===== src/rtl/mc_pkg.sv =====
// Shared types and encodings for the multi-cycle RV32I control sequencer.
// Holds the FSM state enum, opcode constants, ALU op codes and mux encodings.
// Optional feature macro used by the block: MC_INSTRET_EN (retire counter).
package mc_pkg;

  typedef enum logic [3:0] {
    S_FETCH    = 4'd0,
    S_DECODE   = 4'd1,
    S_MEMADR   = 4'd2,
    S_MEMREAD  = 4'd3,
    S_MEMWB    = 4'd4,
    S_MEMWRITE = 4'd5,
    S_EXECR    = 4'd6,
    S_EXECI    = 4'd7,
    S_ALUWB    = 4'd8,
    S_BEQ      = 4'd9,
    S_JAL      = 4'd10,
    S_TRAP     = 4'd11
  } mc_state_e;

  localparam logic [6:0] OP_LOAD   = 7'b0000011;
  localparam logic [6:0] OP_STORE  = 7'b0100011;
  localparam logic [6:0] OP_RTYPE  = 7'b0110011;
  localparam logic [6:0] OP_ITYPE  = 7'b0010011;
  localparam logic [6:0] OP_BRANCH = 7'b1100011;
  localparam logic [6:0] OP_JAL    = 7'b1101111;

  localparam logic [1:0] ALU_ADD   = 2'b00;
  localparam logic [1:0] ALU_SUB   = 2'b01;
  localparam logic [1:0] ALU_FUNCT = 2'b10;

  localparam logic       ADR_PC     = 1'b0;
  localparam logic       ADR_ALUOUT = 1'b1;

  localparam logic [1:0] RES_ALUOUT    = 2'b00;
  localparam logic [1:0] RES_DATA      = 2'b01;
  localparam logic [1:0] RES_ALURESULT = 2'b10;

  localparam logic [1:0] SRCA_PC    = 2'b00;
  localparam logic [1:0] SRCA_OLDPC = 2'b01;
  localparam logic [1:0] SRCA_RD1   = 2'b10;

  localparam logic [1:0] SRCB_RD2  = 2'b00;
  localparam logic [1:0] SRCB_IMM  = 2'b01;
  localparam logic [1:0] SRCB_FOUR = 2'b10;

  // DECODE successor for a given opcode; anything unsupported traps.
  function automatic mc_state_e decode_next(input logic [6:0] op);
    case (op)
      OP_LOAD, OP_STORE: decode_next = S_MEMADR;
      OP_RTYPE:          decode_next = S_EXECR;
      OP_ITYPE:          decode_next = S_EXECI;
      OP_BRANCH:         decode_next = S_BEQ;
      OP_JAL:            decode_next = S_JAL;
      default:           decode_next = S_TRAP;
    endcase
  endfunction

endpackage


===== src/rtl/mc_instret_counter.sv =====
// 32-bit retired-instruction counter, wraps 0xFFFFFFFF -> 0.
// Ports: clk, rst (sync active-high clear), inc (count one retirement), count.
// Built only when MC_INSTRET_EN is defined at the top level.
module mc_instret_counter (
  input  logic        clk,
  input  logic        rst,
  input  logic        inc,
  output logic [31:0] count
);

  always_ff @(posedge clk) begin
    if (rst) begin
      count <= '0;
    end else if (inc) begin
      count <= count + 32'd1;
    end
  end

endmodule


===== src/rtl/mc_control_fsm.sv =====
// Multi-cycle control sequencer: steps one RV32I instruction through
// fetch/decode/execute/memory/writeback sharing one ALU and one memory port.
// Ports: clk, rst (sync active-high), opcode, zero, mem_ready in; mux selects,
// write enables, alu_op, sticky illegal and instret out.
// Macro MC_INSTRET_EN: builds the retire counter; otherwise instret is 0.
module mc_control_fsm
  import mc_pkg::*;
(
  input  logic        clk,
  input  logic        rst,
  input  logic [6:0]  opcode,
  input  logic        zero,
  input  logic        mem_ready,
  output logic        pc_write,
  output logic        adr_src,
  output logic        mem_write,
  output logic        ir_write,
  output logic [1:0]  result_src,
  output logic [1:0]  alu_src_a,
  output logic [1:0]  alu_src_b,
  output logic [1:0]  alu_op,
  output logic        reg_write,
  output logic        illegal,
  output logic [31:0] instret
);

  mc_state_e state;

  // State register and sticky illegal flag.
  always_ff @(posedge clk) begin
    if (rst) begin
      state   <= S_FETCH;
      illegal <= 1'b0;
    end else begin
      case (state)
        S_FETCH:    if (mem_ready) state <= S_DECODE;
        S_DECODE: begin
          state <= decode_next(opcode);
          if (decode_next(opcode) == S_TRAP) illegal <= 1'b1;
        end
        // IR still holds the opcode, so it tells load from store here.
        S_MEMADR:   state <= (opcode == OP_STORE) ? S_MEMWRITE : S_MEMREAD;
        S_MEMREAD:  if (mem_ready) state <= S_MEMWB;
        S_MEMWB:    state <= S_FETCH;
        S_MEMWRITE: if (mem_ready) state <= S_FETCH;
        S_EXECR:    state <= S_ALUWB;
        S_EXECI:    state <= S_ALUWB;
        S_ALUWB:    state <= S_FETCH;
        S_BEQ:      state <= S_FETCH;
        S_JAL:      state <= S_ALUWB;
        S_TRAP:     state <= S_TRAP;
        default:    state <= S_FETCH;
      endcase
    end
  end

  // Output decode from state. Only FETCH (mem_ready) and BEQ (zero) look at
  // inputs, and only to gate their enables; reset masks every enable and
  // presents the FETCH mux selects.
  always_comb begin
    pc_write   = 1'b0;
    adr_src    = ADR_PC;
    mem_write  = 1'b0;
    ir_write   = 1'b0;
    result_src = RES_ALUOUT;
    alu_src_a  = SRCA_PC;
    alu_src_b  = SRCB_RD2;
    alu_op     = ALU_ADD;
    reg_write  = 1'b0;
    if (rst) begin
      result_src = RES_ALURESULT;
      alu_src_b  = SRCB_FOUR;
    end else begin
      case (state)
        S_FETCH: begin
          result_src = RES_ALURESULT;
          alu_src_b  = SRCB_FOUR;
          ir_write   = mem_ready;
          pc_write   = mem_ready;
        end
        S_DECODE: begin
          alu_src_a = SRCA_OLDPC;
          alu_src_b = SRCB_IMM;
        end
        S_MEMADR: begin
          alu_src_a = SRCA_RD1;
          alu_src_b = SRCB_IMM;
        end
        S_MEMREAD: begin
          adr_src = ADR_ALUOUT;
        end
        S_MEMWB: begin
          result_src = RES_DATA;
          reg_write  = 1'b1;
        end
        S_MEMWRITE: begin
          adr_src   = ADR_ALUOUT;
          mem_write = 1'b1;
        end
        S_EXECR: begin
          alu_src_a = SRCA_RD1;
          alu_op    = ALU_FUNCT;
        end
        S_EXECI: begin
          alu_src_a = SRCA_RD1;
          alu_src_b = SRCB_IMM;
          alu_op    = ALU_FUNCT;
        end
        S_ALUWB: begin
          reg_write = 1'b1;
        end
        S_BEQ: begin
          alu_src_a = SRCA_RD1;
          alu_op    = ALU_SUB;
          pc_write  = zero;
        end
        S_JAL: begin
          alu_src_a = SRCA_OLDPC;
          alu_src_b = SRCB_FOUR;
          pc_write  = 1'b1;
        end
        default: begin
        end
      endcase
    end
  end

`ifdef MC_INSTRET_EN
  logic retire;

  // Retire on the edge leaving a final state; a store only when it completes.
  assign retire = (state == S_MEMWB) || (state == S_ALUWB) || (state == S_BEQ) ||
                  ((state == S_MEMWRITE) && mem_ready);

  mc_instret_counter u_instret (
    .clk   (clk),
    .rst   (rst),
    .inc   (retire),
    .count (instret)
  );
`else
  assign instret = '0;
`endif

endmodule


===== config.mk =====
export PLATFORM = sky130hd
export DESIGN_NAME = mc_control_fsm
export DESIGN_NICKNAME = d
export VERILOG_FILES = /design/src/rtl/mc_pkg.sv /design/src/rtl/mc_instret_counter.sv /design/src/rtl/mc_control_fsm.sv
export SDC_FILE = /design/constraint.sdc
export NUM_CORES = 1
export LEC_CHECK = 0
export ABC_AREA = 1
export CORE_MARGIN = 4
export CORE_UTILIZATION = 36
export CTS_CLUSTER_SIZE = 40
export DETAILED_ROUTE_END_ITERATION = 8
export GPL_TIMING_DRIVEN = 0
export PLACE_DENSITY = 0.81
export REMOVE_ABC_BUFFERS = 1
export SLEW_MARGIN = 0
export SYNTH_ARGS = -nofsm -noshare
export SYNTH_HDL_FRONTEND = slang
export SYNTH_HIERARCHICAL = 1
export SYNTH_SLANG_ARGS = --single-unit
export TNS_END_PERCENT = 30

===== constraint.sdc =====
create_clock -name clk -period 1.16 [get_ports clk]
set_input_delay 0.116 -clock clk [delete_from_list [all_inputs] [get_ports clk]]
set_output_delay 0.116 -clock clk [all_outputs]
set_load 0.1 [all_outputs]

==> results.py, run 1 <==
metrics = {
    "logic_synthesis": {
        "synthTopCellsByCount": "32 x sky130_fd_sc_hd__buf_4, 29 x sky130_fd_sc_hd__nand2_1, 12 x sky130_fd_sc_hd__inv_1",
        "post_synth_num_cell_types": 22,
        "async_flop_share_pct": 0,
        "netlist_top_cells_area": "sky130_fd_sc_hd__buf_4 28%, sky130_fd_sc_hd__nand2_1 13%, sky130_fd_sc_hd__dfxtp_1 12%, sky130_fd_sc_hd__nand3_1 6.5%, sky130_fd_sc_hd__inv_1 5.3%",
        "yosysTopAreaCell": "sky130_fd_sc_hd__buf_4",
        "synth_edf_count": 0,
        "synth.ff_latch_count": 5,
        "synth_sequential_area_ratio_pct": 11.8,
        "synth.yosys.warnings": 6,
        "syn_area_per_cell_um2": 6.27,
        "cell_area_synth_um2": 847,
        "yosys_most_used_dff": "sky130_fd_sc_hd__dfxtp_1",
        "syn-instance-count": 135,
        "synth_most_common_cell": "sky130_fd_sc_hd__buf_4",
        "synth.top_cell.area_share_pct": 28.4,
    },
    "sta": {
        "layout_worst_path_cycle_share_pct": 132,
        "fin_ws_ns": -0.370,
        "worst_clock_skew_ns": 0.00272,
        "timing.final.setup_violations": 15,
        "max_freq_mhz": 654,
        "final-hold-violation-count": 0,
        "period_minus_slack_ns": 1.53,
        "rsz0062_at_grt": "yes",
        "timing_max_transition_violations_final": 0,
    },
    "clock_network": {
        "tritoncts_clock_tree": "yes",
        "numCtsBuffers": 3,
        "cts-root-buf": "sky130_fd_sc_hd__clkbuf_4",
        "clock_insertion_delay_worst_skew_ns": 0.24,
        "clkTransAtPathRegs_ns": 0.04,
        "htree_depth": 1,
        "tritoncts_num_sinks": 5,
        "post_cts_hold_buffer_count": 0,
        "cts_max_path_buffers": 2,
    },
    "routing": {
        "detail-route-antenna-nets": 0,
        "post_drt_via_cell_ratio": 4.34,
        "postRouteWirelength_um": 1940,
        "post-route-drc-count": 0,
        "wire_per_inst_um": 9.82,
        "num_vias": 854,
        "drt_iter0_markers": 8,
        "drt_first_pass_iters": 4,
    },
    "job": {
        "maxCapViolations": 0,
    },
    "finish": {
        "post-route-cell-area_mm2": 0.00123,
        "post_route_cells_drive_above_1_share_pct": 36.1,
        "syn_to_final_growth_pct": 45.6,
        "antenna-diode-count": 0,
        "fin_cells": 197,
        "number_of_nets_in_the_final_layout": 181,
    },
    "worst_setup_path": {
        "critical_path_cell_count": 6,
        "cp_slowest_cell": "sky130_fd_sc_hd__dfxtp_4",
        "worstReg2RegEnd": "state[0]",
        "regToRegStartpoint": "state[2]",
        "crit_chain": "buf_4 > nor2_4 > nand3_2 > buf_4 > nand3_2 > buf_12",
        "cp-startpoint": "state[2]",
        "path_buf_inv": 3,
        "cpPeakStageDelay_ns": 0.36,
        "crit_path_launch_type": "register",
        "critical_path.max_fanout": 4,
        "timing.critical_path.arrival_ns": 1.41,
        "reg2reg_setup_slack_ns": -0.15,
        "timing.critical_path.max_delay_family": "buffers and inverters",
        "timing.critical_path.to": "alu_src_b[1]",
        "r2r_cells": 10,
        "critical_path_required_ns": 1.04,
        "crit_path_end_kind": "output pin",
        "path_class": "register to output pin",
    },
    "status": {
        "run_status": "complete, but fails checks",
        "violations": "negative setup slack",
    },
    "global_routing": {
        "grt_max_degree": 13,
        "number_of_global_route_vias_before_repair": 649,
        "grt.overflow.total": 0,
        "initial_antenna_violation_count": 0,
        "wire_length_of_the_first_global_routing_pass_um": 2930,
        "global_route.usage.total_pct": 11.5,
    },
    "pwr": {
        "p_leak_nw": 0.598,
        "pwr_cell_area_mw_per_mm2": 2690,
        "irDropWorstVdd_v": 0.00178,
    },
    "die": {
        "floorplan.die_area_mm2": 0.00319,
        "pin_count": 57,
        "chipHeight_um": 56.5,
        "initial_utilization_pct": 37.9,
        "floorplan.core_area_mm2": 0.00223,
        "die_w_um": 56.5,
        "placementRows": 17,
    },
    "placed_design": {
        "io_buffer_count": 24,
        "placedCellCount": 185,
        "finalWeightedCongestion": 0.946,
        "post-place-ws_ns": -1.39,
        "placement.cell_area_um2": 993,
        "detailed_place_hpwl_um": 1420,
    },
    "worst_hold_path": {
        "worstHoldPathType": "primary input to register",
        "hold-path-cell-count": 2,
    },
}
-- where the power goes --
part	leakage [nW]	switching [mW]	internal (mW)
combinational	0.539	1.94	0.794
clock	0.0150	0.0654	0.130
sequential	0.0439	0.123	0.259
-- metal layers --
metal | up-vias | share of wire [%] | track usage [%]
met5 | - | 0 | 0
met4 | 0 | 1.3 | 4.75
met3 | 6 | 9.8 | 3.45
met2 | 41 | 50 | 18.6
met1 | 371 | 39 | 14.0
li1 | 436 | - | -
-- flip-flops by register name, summed over array words and instances (netlist names) --
name	cells
state	4
illegal	1
-- worst min path at each step --
stage                       start  endpoint  slack [ns]
after floorplan               rst   illegal        0.19
after global placement    illegal   illegal        0.44
after detailed placement  illegal   illegal        0.45
after CTS                     rst  state[2]        0.34
after global routing          rst  state[2]        0.38
final                         rst  state[2]        0.38
-- final cells by class --
type | count | area [um2]
Fill cell | 208 | 1000
Multi-Input combinational cell | 110 | 614
Timing Repair Buffer | 32 | 365
Sequential cell | 5 | 115
Inverter | 18 | 77.6
Tap cell | 28 | 35.0
Clock buffer | 4 | 26.3
-- cell families after synthesis --
| family | after synthesis | share of synthesized area (%) |
|---|---|---|
| AOI/OAI and AO/OA | 14 | 9.01 |
| buffers and inverters | 51 | 37.2 |
| DFF | 5 | 11.8 |
| other | 1 | 0.443 |
| and+or+nand+nor | 64 | 41.5 |
-- placed cells by master, fill, tap and decap left out, types with 3 or more instances in the layout --
cell type,count
sky130_fd_sc_hd__dfxtp_4,4
sky130_fd_sc_hd__inv_4,4
sky130_fd_sc_hd__buf_4,9
sky130_fd_sc_hd__inv_2,3
sky130_fd_sc_hd__nor2_1,6
sky130_fd_sc_hd__nand2_1,28
sky130_fd_sc_hd__inv_1,11
sky130_fd_sc_hd__nand3_1,9
sky130_fd_sc_hd__conb_1,32
sky130_fd_sc_hd__nand3_2,5
sky130_fd_sc_hd__nor3_2,3
sky130_fd_sc_hd__a21oi_1,6
sky130_fd_sc_hd__buf_12,6
sky130_fd_sc_hd__clkdlybuf4s50_1,9
sky130_fd_sc_hd__buf_6,5
sky130_fd_sc_hd__clkbuf_4,3
sky130_fd_sc_hd__nor2_4,8
-- through the flow --
stage / total power, mW / util [%] / setup TNS [ns] / hold slack (ns)
finish: 3.32 / 55.2 / -4.15 / 0.381
global route: 3.50 / 55.2 / -5.54 / 0.381
CTS: 3.09 / 50.6 / -3.56 / 0.339
detailed placement: 2.60 / 44.5 / -17.41 / 0.453
global placement: 2.59 / 44.5 / -17.39 / 0.444
floorplan: 2.22 / - / -11.89 / 0.185
-- what timing repair did --
item | in CTS | in global routing
pin swaps | 7 | 5
buffers inserted | 3 | 5
gates resized for setup | 122 | 16
setup endpoints to repair | 17 | 17
Power figures use the tool's default switching activity.
==> run 2: changes to the inputs <==
--- a/config.mk
+++ b/config.mk
@@ -6,6 +6,7 @@
 export NUM_CORES = 1
 export LEC_CHECK = 0
 export ABC_AREA = 1
+export ABC_CLOCK_PERIOD_IN_PS = 1160
 export CORE_MARGIN = 4
 export CORE_UTILIZATION = 36
 export CTS_CLUSTER_SIZE = 40
==> results of run 2 <==
No change in the layout: final DEF, timing and power equal those of run 1.
